[src/rtl/oled_status_streamer.sv]
// Streams one of seven fixed game-status text lines to the OLED controller.
// The stream restarts whenever the decoded status changes or a refresh is requested.
module oled_status_streamer #(
  parameter int          LINE_LEN = 16,
  parameter logic [7:0]  PAD_CHAR = 8'h20
) (
  input  logic       clock,
  input  logic       reset,
  input  logic [1:0] current_state,
  input  logic [1:0] winner,
  input  logic       draw,
  input  logic       refresh,
  output logic [7:0] send_data,
  output logic       send_valid,
  input  logic       send_done,
  output logic       busy,
  output logic       msg_done,
  output logic [2:0] msg_idx
);

  localparam int CW = (LINE_LEN > 1) ? $clog2(LINE_LEN) : 1;

  localparam logic [1:0] S_IDLE = 2'd0;
  localparam logic [1:0] S_LOAD = 2'd1;
  localparam logic [1:0] S_SEND = 2'd2;

  logic [1:0]    r_state;
  logic [CW-1:0] r_cnt;
  logic [7:0]    r_data;
  logic          r_valid;
  logic          r_busy;
  logic          r_msg_done;
  logic [2:0]    r_msg_idx;
  logic          r_first;
  logic          r_refresh;

  logic [2:0]    w_sel;
  logic          w_pending;
  logic          w_start;
  logic          w_last;

  // Leftmost character sits in the top byte of each line.
  function automatic logic [7:0] rom_byte(
    input logic [2:0]    idx,
    input logic [CW-1:0] pos
  );
    logic [127:0] l_line;
    logic [5:0]   l_pos;
    case (idx)
      3'd1:    l_line = "PLAYER1         ";
      3'd2:    l_line = "PLAYER2         ";
      3'd3:    l_line = "GAME_OVER       ";
      3'd4:    l_line = "WINNER PLAYER1  ";
      3'd5:    l_line = "WINNER PLAYER2  ";
      3'd6:    l_line = "DRAW            ";
      default: l_line = "IDLE1           ";
    endcase
    l_pos = 6'(pos);
    if (l_pos[5:4] != 2'd0) return PAD_CHAR;
    return l_line[{4'd15 - l_pos[3:0], 3'b000} +: 8];
  endfunction

  always_comb begin
    w_sel = 3'd0;
    unique case (current_state)
      2'd0: w_sel = 3'd0;
      2'd1: w_sel = 3'd1;
      2'd2: w_sel = 3'd2;
      default: begin
        if (winner == 2'd1)
          w_sel = 3'd4;
        else if (winner == 2'd2)
          w_sel = 3'd5;
        else if (winner == 2'd0 && draw)
          w_sel = 3'd6;
        else
          w_sel = 3'd3;
      end
    endcase
  end

  assign w_pending = r_first | (w_sel != r_msg_idx) | r_refresh;
  assign w_start   = (r_state == S_IDLE) && w_pending;
  assign w_last    = (r_cnt == CW'(LINE_LEN - 1));

  always_ff @(posedge clock) begin
    if (reset) begin
      r_state    <= S_IDLE;
      r_cnt      <= '0;
      r_data     <= 8'h00;
      r_valid    <= 1'b0;
      r_busy     <= 1'b0;
      r_msg_done <= 1'b0;
      r_msg_idx  <= 3'd0;
      r_first    <= 1'b1;
      r_refresh  <= 1'b0;
    end else begin
      r_msg_done <= 1'b0;
      // A starting stream absorbs a refresh arriving in the same cycle.
      if (w_start)
        r_refresh <= 1'b0;
      else if (refresh)
        r_refresh <= 1'b1;
      case (r_state)
        S_IDLE: begin
          if (w_pending) begin
            r_msg_idx <= w_sel;
            r_cnt     <= '0;
            r_busy    <= 1'b1;
            r_first   <= 1'b0;
            r_state   <= S_LOAD;
          end
        end
        S_LOAD: begin
          if (!send_done) begin
            r_data  <= rom_byte(r_msg_idx, r_cnt);
            r_valid <= 1'b1;
            r_state <= S_SEND;
          end
        end
        S_SEND: begin
          if (send_done) begin
            r_valid <= 1'b0;
            if (w_last) begin
              r_busy     <= 1'b0;
              r_msg_done <= 1'b1;
              r_state    <= S_IDLE;
            end else begin
              r_cnt   <= r_cnt + 1'b1;
              r_state <= S_LOAD;
            end
          end
        end
        default: r_state <= S_IDLE;
      endcase
    end
  end

  assign send_data  = r_data;
  assign send_valid = r_valid;
  assign busy       = r_busy;
  assign msg_done   = r_msg_done;
  assign msg_idx    = r_msg_idx;

endmodule

[config.mk]
export PLATFORM = sky130hd
export DESIGN_NAME = oled_status_streamer
export DESIGN_NICKNAME = d
export VERILOG_FILES = /design/src/rtl/oled_status_streamer.sv
export SDC_FILE = /design/constraint.sdc
export NUM_CORES = 1
export LEC_CHECK = 0
export CORE_MARGIN = 3
export CORE_UTILIZATION = 49
export DETAILED_ROUTE_END_ITERATION = 7
export DONT_BUFFER_PORTS = 1
export GPL_TIMING_DRIVEN = 0
export MAX_ROUTING_LAYER = met4
export PLACE_DENSITY = 0.68
export SYNTH_ARGS = -nofsm -noshare
export SYNTH_HDL_FRONTEND = slang
export SYNTH_SLANG_ARGS = --single-unit
[constraint.sdc]
create_clock -name clock -period 5.25 [get_ports clock]
set_clock_uncertainty 0.15 [all_clocks]
set_input_delay 0.525 -clock clock [delete_from_list [all_inputs] [get_ports clock]]
set_output_delay 0.525 -clock clock [all_outputs]
set_load 0.01 [all_outputs]
### Word-level counts from Yosys, hierarchy flattened

Cells that the tools add are included.
Widths: inputs -> output; s select.

* register bits: 22
* output and inout port bits: 14

* add/subtract/negate cells: 2
* eq/ne operators: 19
* shift-type cells: 1
* mux-type cells: 25
* bitwise gates (word level): 4
* reduce and logical (&&, ||, !) cells: 15

Operators by type and width (count)
* $pmux 125 s6: 1
* $mux 128: 3
* $shiftx 128x8->8: 1
* $mux 4: 3
* $ne 2x2->1 const B: 5
* $eq 3x3->1 const B: 3
* $mux 3: 3
* $pmux 3 s3: 1
* $pmux 4 s2: 1
* $reduce_and 4->1: 2
* $mux 1: 7
* $eq 2x1->1 const B: 3
* $eq 2x2->1 const B: 3
* $eq 3x2->1 const B: 2
* $logic_not 2->1: 3
* $mux 2: 3
* $pmux 2 s3: 1
* $reduce_and 3->1: 2
* $add 4x1->4 const B: 1
* $eq 4x4->1 const B: 1
* $pmux 1 s2: 2
* $reduce_and 2->1: 2
* $reduce_bool 2->1: 2
* $sub 4x4->4 const A: 1
* 7 further kinds: 10

### Logic depth before layout (Yosys ltp)

Gate-level depths: netlist (run 1).

* word-level depth: 11
* depth in mapped cells: 8
* mapped depth without buffers: 8

### Worst setup path before layout (run 1)

OpenSTA, ideal clock, no wires.

* path type: input to register
* start: input winner[0]
* end: register r_cnt[3]
* setup time: 0.114 ns
* arrival: 1.920 ns
* required time: 4.986 ns
* path slack: 3.065 ns
* stages on the path: 8
* buffers on the path: 0
* cell sequence: inv_1 ha_1 a21boi_0 xnor2_1 nand4_1 o311ai_1 xor2_1 nor2_1

* longest elaborated chain between the ends: 11
* elaborated cells on any way between the ends: 13
* classes of those cells: 4 x eq/ne; 4 x mux; 2 x bitwise; 3 x reduce/logical

Ends and longest elaborated chain
* start: declaration: line 10 `input logic [1:0] winner,`
* $logic_not 2->1: line 74 `else if (winner == 2'd0 && draw)`
* $logic_and 1x1->1: line 74
* $mux 3: line 74
* $mux 3: line 72 `else if (winner == 2'd2)`
* $mux 3 *: line 70 `if (winner == 2'd1)`
* $pmux 3 s3 *: line 65 `unique case (current_state)`
* $ne 3x3->1 *: line 82 `assign w_pending = r_first | (w_sel != r_msg_idx) | r_refresh;`
* $or 1x1->1 * (2 in a row): line 82
* $ne 2x2->1 (no line) *
* $reduce_and 4->1 (no line) *
* end signal: assignment: line 129 `r_cnt <= r_cnt + 1'b1;`
* end: declaration: line 28 `logic [CW-1:0] r_cnt;`

Mark *: on every way between the ends. The rest lies on a longest branch, timed or not.
A chain may end at the register's enable or synchronous reset.

### Worst setup path in the final report (run 1)

* start: input winner[0]
* end: register r_msg_idx[1] (netlist: msg_idx[1])

* longest elaborated chain between the ends: 10
* elaborated cells on any way between the ends: 12
* classes of those cells: 3 x eq/ne; 4 x mux; 2 x bitwise; 3 x reduce/logical

Ends and longest elaborated chain
* $logic_not 2->1: line 74
* $logic_and 1x1->1: line 74
* $mux 3: line 74
* $mux 3: line 72
* $mux 3 *: line 70
* $pmux 3 s3 *: line 65
* $ne 3x3->1: line 82
* $or 1x1->1 (2 in a row): line 82
* $reduce_and 2->1 (no line)
* end signal: assignment: line 107 `r_msg_idx <= w_sel;`
* end: declaration: line 33 `logic [2:0] r_msg_idx;`

Marks and branches as above.

==> flow_summary.yaml, run 1 <==
place:
  worst_slack_placed_ns: 2.80
  place_inst: 260
  dpl_cell_area_mm2: 0.00164
  portBuffers: 0
  routabilityCongestion: 0.976
  place.detailed.hpwl_um: 3070
die:
  pin_count: 23
  dieArea_mm2: 0.00396
  initial_utilization_pct: 51.6
  rows: 20
  core_area_mm2: 0.00308
  die_width_um: 62.9
  die-height_um: 62.9
synth:
  postSynthRegisterBits: 21
  avgSynthCellArea_um2: 7.35
  synth_warnings: 0
  synth-main-ff-cell: "dfxtp_1"
  seq_area_frac_synth_pct: 26.5
  synth.net_count: 229
  synth.cell_area_mm2: 0.00159
  postSynthCellCount: 216
  synth.distinct_cells: 54
  number_of_enable_type_register_cells_in_the_synthesized_netlist: 0
  asyncSetResetFlopFracSynth_pct: 0
timing:
  final_hold_viol_count: 0
  setup_viol: 0
  grt_setup_unrepaired: "false"
  finalCriticalPeriod_ns: 2.12
  fin_crit_sh_pct: 40.5
  hold-worst-slack_ns: 0.132
  timing.slew.headroom_pct: 64.1
  final_setup_slack_of_the_worst_path_ns: 3.13
  totalNegativeSetupSlack_ns: 0
  fmaxAchievable_mhz: 471
  maxSlewViolCount: 0
  worst-slew-pin-transition_ns: 0.539
setup_path:
  setup.reg_to_reg.worst_slack_ns: 3.26
  timing.setup.critical_path_class: "input pin to flop"
  worstSetupEndpointType: "flop"
  startpoint_type: "input pin"
  crit_fanout: 4
  rr_startpoint: "msg_idx[1]"
  number_of_cell_instances_on_the_worst_register_to_register_path: 8
  critical_path_required_ns: 5.28
  critical_path.reg2reg.endpoint: "send_data[2]"
  arrival_time_at_the_worst_endpoint_ns: 2.16
clock_tree:
  holdBufCountCts: 0
  clk_path_buf_depth: 2
  cts_tree: "yes"
  cts-htree-levels: 1
  numClockSinks: 21
  worstSkewPairLatency_ns: 0.31
  cts_resized: 0
  clk_pin_slew_ns: 0.11
  cts_buffer_count: 3
  clockRootBuffer: "clkbuf_4"
  post_cts.repair.setup_buffers: 0
final_layout:
  most_frequent_standard_cell_in_the_layout_excluding_fill_and_tap_cells: "nor2_1"
  mostFrequentLayoutCells: "nor2_1 (26), dfxtp_1 (21), nand2_1 (18)"
  final_layout_size_suffix_gt1_share_pct: 12.7
  filler_free_cell_count_of_the_finished_design: 264
  final_design_area_no_fill_mm2: 0.00167
  nets: 234
  area.growth.synth_to_final_pct: 5.20
  fillCellCount: 314
  n_antenna_cell: 0
min_path:
  worst_hold_path.num_cells: 1
  hold_path.startpoint: "send_done"
  hold_crit_endpoint: "r_state[1]"
  worstHoldPathType: "input pin to flop"
routing:
  detail_routed_net_length_per_standard_cell_um: 15.6
  route.vias.total: 1616
  route.detailed.drc: 0
  wirelength_um: 4130
  drtPass1Iterations: 5
  dr.first_iter.drc_count: 246
  routed_via_density: 6.12
  route.antenna.remaining_nets: 0
global_route:
  pin_count_of_the_biggest_net_entering_global_routing: 13
  globalRoute.totalOverflow: 0
  initial_antenna_violation_count: 0
  first_pass_grt_wire_length_um: 6940
  grt_util_all_layers_pct: 22.0
  first_global_vias: 1453
pwr:
  power.leakage_uw: 0.000665
  vdd.ir_drop.worst_uv: 115
  power.density_cell_area_mw_per_mm2: 225
flow_run:
  maxCapViolations: 0
status:
  run_status: "finished, final reports clean"
-- metal layers --
| layer | routed length (um) | global-route usage (%) | vias to the layer above |
|---|---|---|---|
| met1 | 1790 | 28.9 | 772 |
| li1 | - | - | 782 |
| met4 | 65 | 5.51 | 0 |
| met2 | 2010 | 34.5 | 53 |
| met5 | 0 | - | - |
| met3 | 262 | 4.32 | 9 |
-- per-stage QoR --
stage               total power, uW  utilization [%]
CTS                             378             54.3
global placement                295             53.4
global route                    403             54.3
finish                          376             54.3
detailed placement              299             53.4
floorplan                       275                -
-- cell type report --
cell class,count,area [um2],area share (%)
Tap cell,44,55.1,3.30
Clock buffer,3,22.5,1.35
Clock inverter,1,5.00,0.300
Sequential cell,21,420,25.2
Inverter,6,22.5,1.35
Multi-Input combinational cell,166,1030,61.4
Buffer,23,119,7.12
-- where the power goes --
| part | total (uW) | switching, uW | internal [uW] |
|---|---|---|---|
| clock network | 79.5 | 51.1 | 28.5 |
| registers | 184 | 11.9 | 172 |
| logic | 113 | 68.6 | 44.2 |
| total | 376 | 132 | 245 |
-- how the worst max path moves through the flow --
stage | start | end | slack, ns
after floorplan | winner[0] | r_cnt[3] | 3.07
after global routing | winner[0] | msg_idx[1] | 3.00
final | winner[0] | msg_idx[1] | 3.13
after CTS | winner[0] | msg_idx[1] | 3.12
after global placement | winner[0] | msg_idx[1] | 2.85
after detailed placement | winner[0] | msg_idx[1] | 2.80
-- cells by family after synthesis --
group | synth area share (%)
simple gates | 26.0
xor+xnor | 4.41
fa+ha+maj | 3.78
compound gates | 28.2
mux | 1.97
other cells | 0.236
buf+inv | 8.90
flops | 26.5
-- synthesized netlist by cell type, types with 2 or more instances --
cell type / instances / share of area (%)
a211oi_2: 3 / 2.4
a21o_1: 2 / 0.95
a21oi_1: 14 / 4.4
a22oi_1: 3 / 1.4
a31oi_1: 3 / 1.2
and3_1: 2 / 0.79
buf_1: 2 / 0.47
buf_2: 11 / 3.5
buf_4: 5 / 2.4
clkbuf_1: 5 / 1.2
dfxtp_1: 21 / 26
ha_1: 4 / 3.2
inv_1: 5 / 1.2
mux2i_1: 2 / 1.3
nand2_1: 18 / 4.3
nand2b_1: 2 / 0.79
nand3_1: 5 / 1.6
nand3b_1: 2 / 0.95
nor2_1: 26 / 6.1
nor2b_1: 3 / 1.2
nor3_1: 9 / 2.8
nor3b_1: 2 / 0.95
nor4_1: 2 / 0.79
o211a_1: 2 / 1.3
o21ai_0: 17 / 5.4
o21bai_1: 3 / 1.4
o22ai_1: 5 / 2.0
o311ai_1: 3 / 1.7
o31ai_1: 2 / 0.95
or2_2: 2 / 0.79
or3_1: 2 / 0.79
xnor2_1: 5 / 2.8
xor2_1: 3 / 1.7
-- worst max-delay path, stage by stage --
cell      delay (ns)
inv_1           0.03
ha_1            0.28
a21boi_0        0.30
xnor2_1         0.16
nand4_1         0.20
o21bai_1        0.37
mux2i_1         0.25
nor2_1          0.05
-- state kept, by name (all words and copies together), names as in the netlist --
signal and count:
r_refresh 1, send_data 7, msg_done 1, busy 1, msg_idx 3, r_cnt 4
r_first 1, send_valid 1, r_state 2
Power figures use the tool's default switching activity.
==> run 2: changes to the inputs <==
--- a/config.mk
+++ b/config.mk
@@ -5,13 +5,14 @@
 export SDC_FILE = /design/constraint.sdc
 export NUM_CORES = 1
 export LEC_CHECK = 0
+export ABC_AREA = 1
 export CORE_MARGIN = 3
 export CORE_UTILIZATION = 49
 export DETAILED_ROUTE_END_ITERATION = 7
 export DONT_BUFFER_PORTS = 1
 export GPL_TIMING_DRIVEN = 0
 export MAX_ROUTING_LAYER = met4
-export PLACE_DENSITY = 0.68
+export PLACE_DENSITY = 0.7
 export SYNTH_ARGS = -nofsm -noshare
 export SYNTH_HDL_FRONTEND = slang
 export SYNTH_SLANG_ARGS = --single-unit
==> constraint.sdc (replaced) <==
create_clock -name clock -period 1.75 [get_ports clock]
set_clock_uncertainty 0.15 [all_clocks]
set_input_delay 0.175 -clock clock [delete_from_list [all_inputs] [get_ports clock]]
set_output_delay 0.175 -clock clock [all_outputs]
set_load 0.01 [all_outputs]
==> flow_summary.yaml, run 2 <==
timing:
  maxSlewViolCount: 0
  fin_crit_sh_pct: 94.3
  fmaxAchievable_mhz: 606
  setup_viol: 0
  finalCriticalPeriod_ns: 1.65
  final_hold_viol_count: 0
place:
  routabilityCongestion: 1.01
  place_inst: 266
  portBuffers: 0
  dpl_cell_area_mm2: 0.00151
  place.detailed.hpwl_um: 2670
synth:
  synth.net_count: 248
  synth_compound_gate_area_share_pct: 21.4
  synth.area.top_cells: "dfxtp_1 (29%), nand2_1 (15%), a21oi_1 (9.5%), nand3_1 (7.5%), inv_1 (5.9%)"
  asyncSetResetFlopFracSynth_pct: 0
  synthMostInstantiatedCell: "nand2_1"
  synth-main-ff-cell: "dfxtp_1"
  synth_top_area_share_pct: 28.6
  synth_top_cell_by_area: "dfxtp_1"
  yosys-mux-area-fraction_pct: 0
  seq_area_frac_synth_pct: 28.6
  synth_warnings: 0
  avgSynthCellArea_um2: 6.26
  number_of_enable_type_register_cells_in_the_synthesized_netlist: 0
  synth-adder-area-share_pct: 3.40
  yosys.area_share.xor_xnor_pct: 0.596
  synth.cell_area_mm2: 0.00147
  postSynthRegisterBits: 21
  ys_top_cells_by_count: "nand2_1 (58), a21oi_1 (28), inv_1 (23)"
  postSynthCellCount: 235
  synth.distinct_cells: 30
  synth_top_family_by_area: "simple AND/OR/NAND/NOR gates"
  yosys.area_share.simple_pct: 36.3
routing:
  dr_wl_met2_um: 1780
  route.vias.total: 1623
  route.antenna.remaining_nets: 0
  dr.first_iter.drc_count: 106
  wirelength_um: 3800
  met3WireLength_um: 225
  route.detailed.drc: 0
  drt-met1-wl_um: 1700
  topRoutingLayerUsed: "met4"
  drtPass1Iterations: 4
  detail_routed_net_length_per_standard_cell_um: 13.7
  routed_via_density: 5.84
min_path:
  worstHoldPathType: "input pin to flop"
status:
  run_status: "finished, final reports clean"
setup_path:
  cell_family_with_the_largest_share_of_critical_path_delay: "simple AND/OR/NAND/NOR gates"
  worstSetupEndpointType: "flop"
  startpoint_type: "flop"
  slowest_delay_ns: 0.44
  critical_path_required_ns: 1.83
  cp_slowest_cell: "dfxtp_4"
  arrival_time_at_the_worst_endpoint_ns: 1.73
  critical_path.most_common_cell: "nand3_1"
  crit_fanout: 7
  timing.setup.critical_path_class: "flop to flop"
  worstPathBufferInverterCount: 2
  critical_path.cell_chain: "inv_2 > nand3_1 > nand3_1 > nor2_2 > nand3_1 > nand2_2 > buf_4 > a21oi_1 > nor2_1"
global_route:
  globalRoute.totalOverflow: 0
  first_global_vias: 1399
  pin_count_of_the_biggest_net_entering_global_routing: 12
  grt_util_all_layers_pct: 22.1
  first_pass_grt_wire_length_um: 6110
  initial_antenna_violation_count: 0
die:
  dieArea_mm2: 0.00369
  core_area_mm2: 0.00281
  rows: 19
  die_width_um: 60.8
  initial_utilization_pct: 52.4
  die-height_um: 60.8
  pin_count: 23
clock_tree:
  clk_path_buf_depth: 2
  worstSkewPairLatency_ns: 0.29
  numClockSinks: 21
  cts_tree: "yes"
  cts-htree-levels: 1
  clk_pin_slew_ns: 0.11
  cts_buffer_count: 3
  clockRootBuffer: "clkbuf_4"
final_layout:
  mostFrequentLayoutCells: "nand2_1 (54), a21oi_1 (28), inv_1 (21)"
  number_of_flip_flops_under_the_largest_register_name: 7
  final_layout_size_suffix_gt1_share_pct: 17.4
  final_design_area_no_fill_mm2: 0.00172
  most_frequent_standard_cell_in_the_layout_excluding_fill_and_tap_cells: "nand2_1"
  filler_free_cell_count_of_the_finished_design: 278
  area.growth.synth_to_final_pct: 16.7
  nets: 261
  finish.utilization_pct: 61.2
  n_antenna_cell: 0
pwr:
  vdd.ir_drop.worst_uv: 454
  power.density_cell_area_mw_per_mm2: 693
  power.leakage_uw: 0.000765
flow_run:
  maxCapViolations: 0
[run 2: cell types whose count changed after synthesis, moves of 7 or more]
cell / previous run / this run
nand2_1: 18 / 58
a21oi_1: 14 / 28
inv_1: 5 / 23
nor2_1: 26 / 17
nand3_1: 5 / 22
buf_2: 11 / 4
[run 2: cells by family after synthesis]
family / Yosys count
AOI/OAI and AO/OA: 57
xor gates and xnor gates: 1
adders and majority gates: 4
buffers and inverters: 34
DFF: 21
other: 1
and+or+nand+nor: 117
[run 2: tightest hold or removal path, cell delays in order]
cell and delay [ns]:
inv_1 0.03, nand3_2 0.18, a21oi_1 0.09
[run 2: final timing paths]
kind | startpoint | cells past startpoint | slack [ns] | endpoint
max | msg_idx[1] | 9 | 0.10 | msg_idx[2]
min | send_done | 3 | 0.08 | r_state[1]
max reg2reg | msg_idx[1] | 9 | 0.10 | msg_idx[2]
min reg2reg | r_first | 2 | 0.30 | r_first
[run 2: report_power, final]
part	internal [uW]	switching, uW
clock network	88.6	135
logic	148	247
registers	518	52.8
total	754	435
[run 2: final cells by class]
cell class | instances | area, um2
fillers | 276 | 1090
multi-input cells | 180 | 986
flip-flops and latches | 21 | 434
inverters | 26 | 100
repair buffers | 8 | 75.1
plain buffers | 8 | 55.1
well taps | 31 | 38.8
clock buffers | 4 | 26.3
[run 2: per-stage QoR]
stage	power (uW)	hold WS (ns)	TNS, ns	setup WS, ns
2_1_floorplan	830	0.0941	0	0.179
3_3_place_gp	896	0.0957	-0.0716	-0.0456
3_5_place_dp	900	0.100	-0.115	-0.0372
4_1_cts	1140	0.0337	0	0.0247
5_1_grt	1270	0.0984	-0.0144	-0.00994
6_report	1190	0.0769	0	0.101
[run 2: repair_timing]
action                     in CTS  in global routing
pin swaps                       0                  4
resized for setup               3                 32
setup buffers                   0                  2
setup endpoints to repair      10                 13
hold buffers                    6                  0
hold endpoints to repair        7                  0
[run 2: metal layers]
metal,global-route usage (%),vias to the layer above
li1,-,824
met1,29.6,728
met2,35.3,58
met3,2.13,13
met4,6.19,0
met5,-,-
==> run 3: changes to the inputs <==
--- a/config.mk
+++ b/config.mk
@@ -6,13 +6,14 @@
 export NUM_CORES = 1
 export LEC_CHECK = 0
 export ABC_AREA = 1
+export CORE_ASPECT_RATIO = 0.6
 export CORE_MARGIN = 3
-export CORE_UTILIZATION = 49
+export CORE_UTILIZATION = 30
 export DETAILED_ROUTE_END_ITERATION = 7
 export DONT_BUFFER_PORTS = 1
 export GPL_TIMING_DRIVEN = 0
 export MAX_ROUTING_LAYER = met4
-export PLACE_DENSITY = 0.7
+export PLACE_DENSITY = 0.49
 export SYNTH_ARGS = -nofsm -noshare
 export SYNTH_HDL_FRONTEND = slang
 export SYNTH_SLANG_ARGS = --single-unit
==> flow_summary.yaml, run 3 (same netlist as run 2, synthesis figures left out) <==
pwr:
  share_comb_of_total_power_pct: 29.6
  power.share.clock_pct: 25.7
  intPower_uw: 818
  vdd.ir_drop.worst_uv: 492
  power.switching_fraction_pct: 36.6
  switching_power_uw: 471
  power.density_cell_area_mw_per_mm2: 729
  power.share.sequential_pct: 44.7
  power.leakage_uw: 0.000766
timing:
  fmaxAchievable_mhz: 601
  final_setup_slack_of_the_worst_path_ns: 0.0861
  final_hold_viol_count: 0
  setup_viol: 0
  maxSlewViolCount: 0
  finalCriticalPeriod_ns: 1.66
  fin_crit_sh_pct: 95.1
  grt_setup_unrepaired: "true"
clock_tree:
  numClockSinks: 21
  clk_pin_slew_ns: 0.08
  cts_buffer_count: 3
  cts_tree: "yes"
  clockRootBuffer: "clkbuf_8"
  clk_path_buf_depth: 2
  worstSkewPairLatency_ns: 0.27
  cts-htree-levels: 1
die:
  die_width_um: 96.4
  die-height_um: 60.2
  initial_utilization_pct: 31.7
  dieArea_mm2: 0.00580
  rows: 19
  pin_count: 23
  core_area_mm2: 0.00464
final_layout:
  fillCellCount: 526
  number_of_flip_flops_under_the_largest_register_name: 7
  final_design_area_no_fill_mm2: 0.00177
  most_frequent_standard_cell_in_the_layout_excluding_fill_and_tap_cells: "nand2_1"
  mostFrequentLayoutCells: "nand2_1 (56), a21oi_1 (28), inv_1 (21)"
  nets: 260
  multi_input_comb_area_um2: 973
  layout.area.seq_um2: 439
  final_layout_size_suffix_gt1_share_pct: 17.1
  area.growth.synth_to_final_pct: 20.3
  n_antenna_cell: 0
global_route:
  grt_util_all_layers_pct: 16.6
  first_pass_grt_wire_length_um: 7270
  initial_antenna_violation_count: 0
  globalRoute.totalOverflow: 0
  pin_count_of_the_biggest_net_entering_global_routing: 14
  first_global_vias: 1447
routing:
  dr.first_iter.drc_count: 147
  routed_via_density: 5.23
  route.antenna.remaining_nets: 0
  drtPass1Iterations: 4
  route.detailed.drc: 0
  detail_routed_net_length_per_standard_cell_um: 14.1
  wirelength_um: 4370
  route.vias.total: 1616
place:
  worst_slack_placed_ns: -0.218
  place.detailed.hpwl_um: 3320
  portBuffers: 0
  dpl_cell_area_mm2: 0.00155
  routabilityCongestion: 0.924
setup_path:
  critical_path_required_ns: 1.76
  worstSetupEndpointType: "flop"
  timing.setup.critical_path_class: "flop to flop"
  arrival_time_at_the_worst_endpoint_ns: 1.67
  startpoint_type: "flop"
  crit_fanout: 8
min_path:
  worstHoldPathType: "input pin to flop"
status:
  run_status: "finished, final reports clean"
flow_run:
  maxCapViolations: 0
==> run 3: changes by cell type in the layout (fill, tap and decap cells not counted), sizes merged <==
cell | before | now
buf | 8 | 7
clkbuf | 6 | 5
clkinvlp | 0 | 1
==> run 3: area by class of cell <==
class                   count  share of cell area [%]
inverters                  26                    5.80
clock inverters             1                   0.424
plain buffers               8                    3.32
flip-flops and latches     21                    24.8
multi-input cells         180                    55.0
well taps                  63                    4.46
clock buffers               3                    2.33
repair buffers              7                    3.82
==> run 3: what timing repair did <==
| item | in CTS | in global routing |
|---|---|---|
| resized for setup | 10 | 26 |
| pin swaps | 1 | 0 |
| setup endpoints to repair | 14 | 15 |
| hold endpoints to repair | 5 | 0 |
| buffers inserted | 1 | 0 |
| hold buffers | 6 | 0 |
==> run 3: path summary, 6_finish.rpt <==
kind / start / to / slack (ns) / cells past startpoint
worst max-delay path: msg_idx[0] / send_data[0] / 0.09 / 11
worst min-delay path: current_state[1] / msg_idx[1] / 0.02 / 4
worst max register to register: msg_idx[0] / send_data[0] / 0.09 / 11
worst min register to register: r_first / r_first / 0.31 / 2
==> run 3: power by group through the flow <==
stage / registers, uW / clock network, uW / logic [uW]
2_1_floorplan: 566 / 0 / 264
3_3_place_gp: 579 / 0 / 339
3_5_place_dp: 578 / 0 / 334
4_1_cts: 571 / 349 / 358
5_1_grt: 583 / 359 / 434
6_report: 576 / 331 / 382
==> run 3: per-layer routing <==
metal,global-route usage (%),vias up,share of wire [%]
met5,-,-,0
met4,1.60,0,0.53
met3,4.03,4,8.1
met2,20.6,57,39
met1,26.7,735,52
li1,-,820,-
==> run 3: stage by stage <==
step	power, uW	utilization [%]	hold slack (ns)	cells	TNS, ns
6_report	1290	38.2	0.0183	309	0
5_1_grt	1380	38.2	0.0400	309	-0.141
4_1_cts	1280	36.6	0.00235	309	-0.00623
3_5_place_dp	913	33.4	0.0981	298	-0.934
3_3_place_gp	918	33.4	0.0990	298	-1.13
2_1_floorplan	830	-	0.0941	235	0
==> run 3: worst max-delay path: stages, from the launching register on <==
cell and delay (ns):
dfxtp_4 0.37, buf_6 0.14, inv_2 0.10, nand3_1 0.13, nand2_1 0.11, clkinv_1 0.08
nand2_1 0.08, nor2_2 0.04, o21ai_1 0.11, nand3_1 0.09, nand2_1 0.10, a21oi_2 0.05
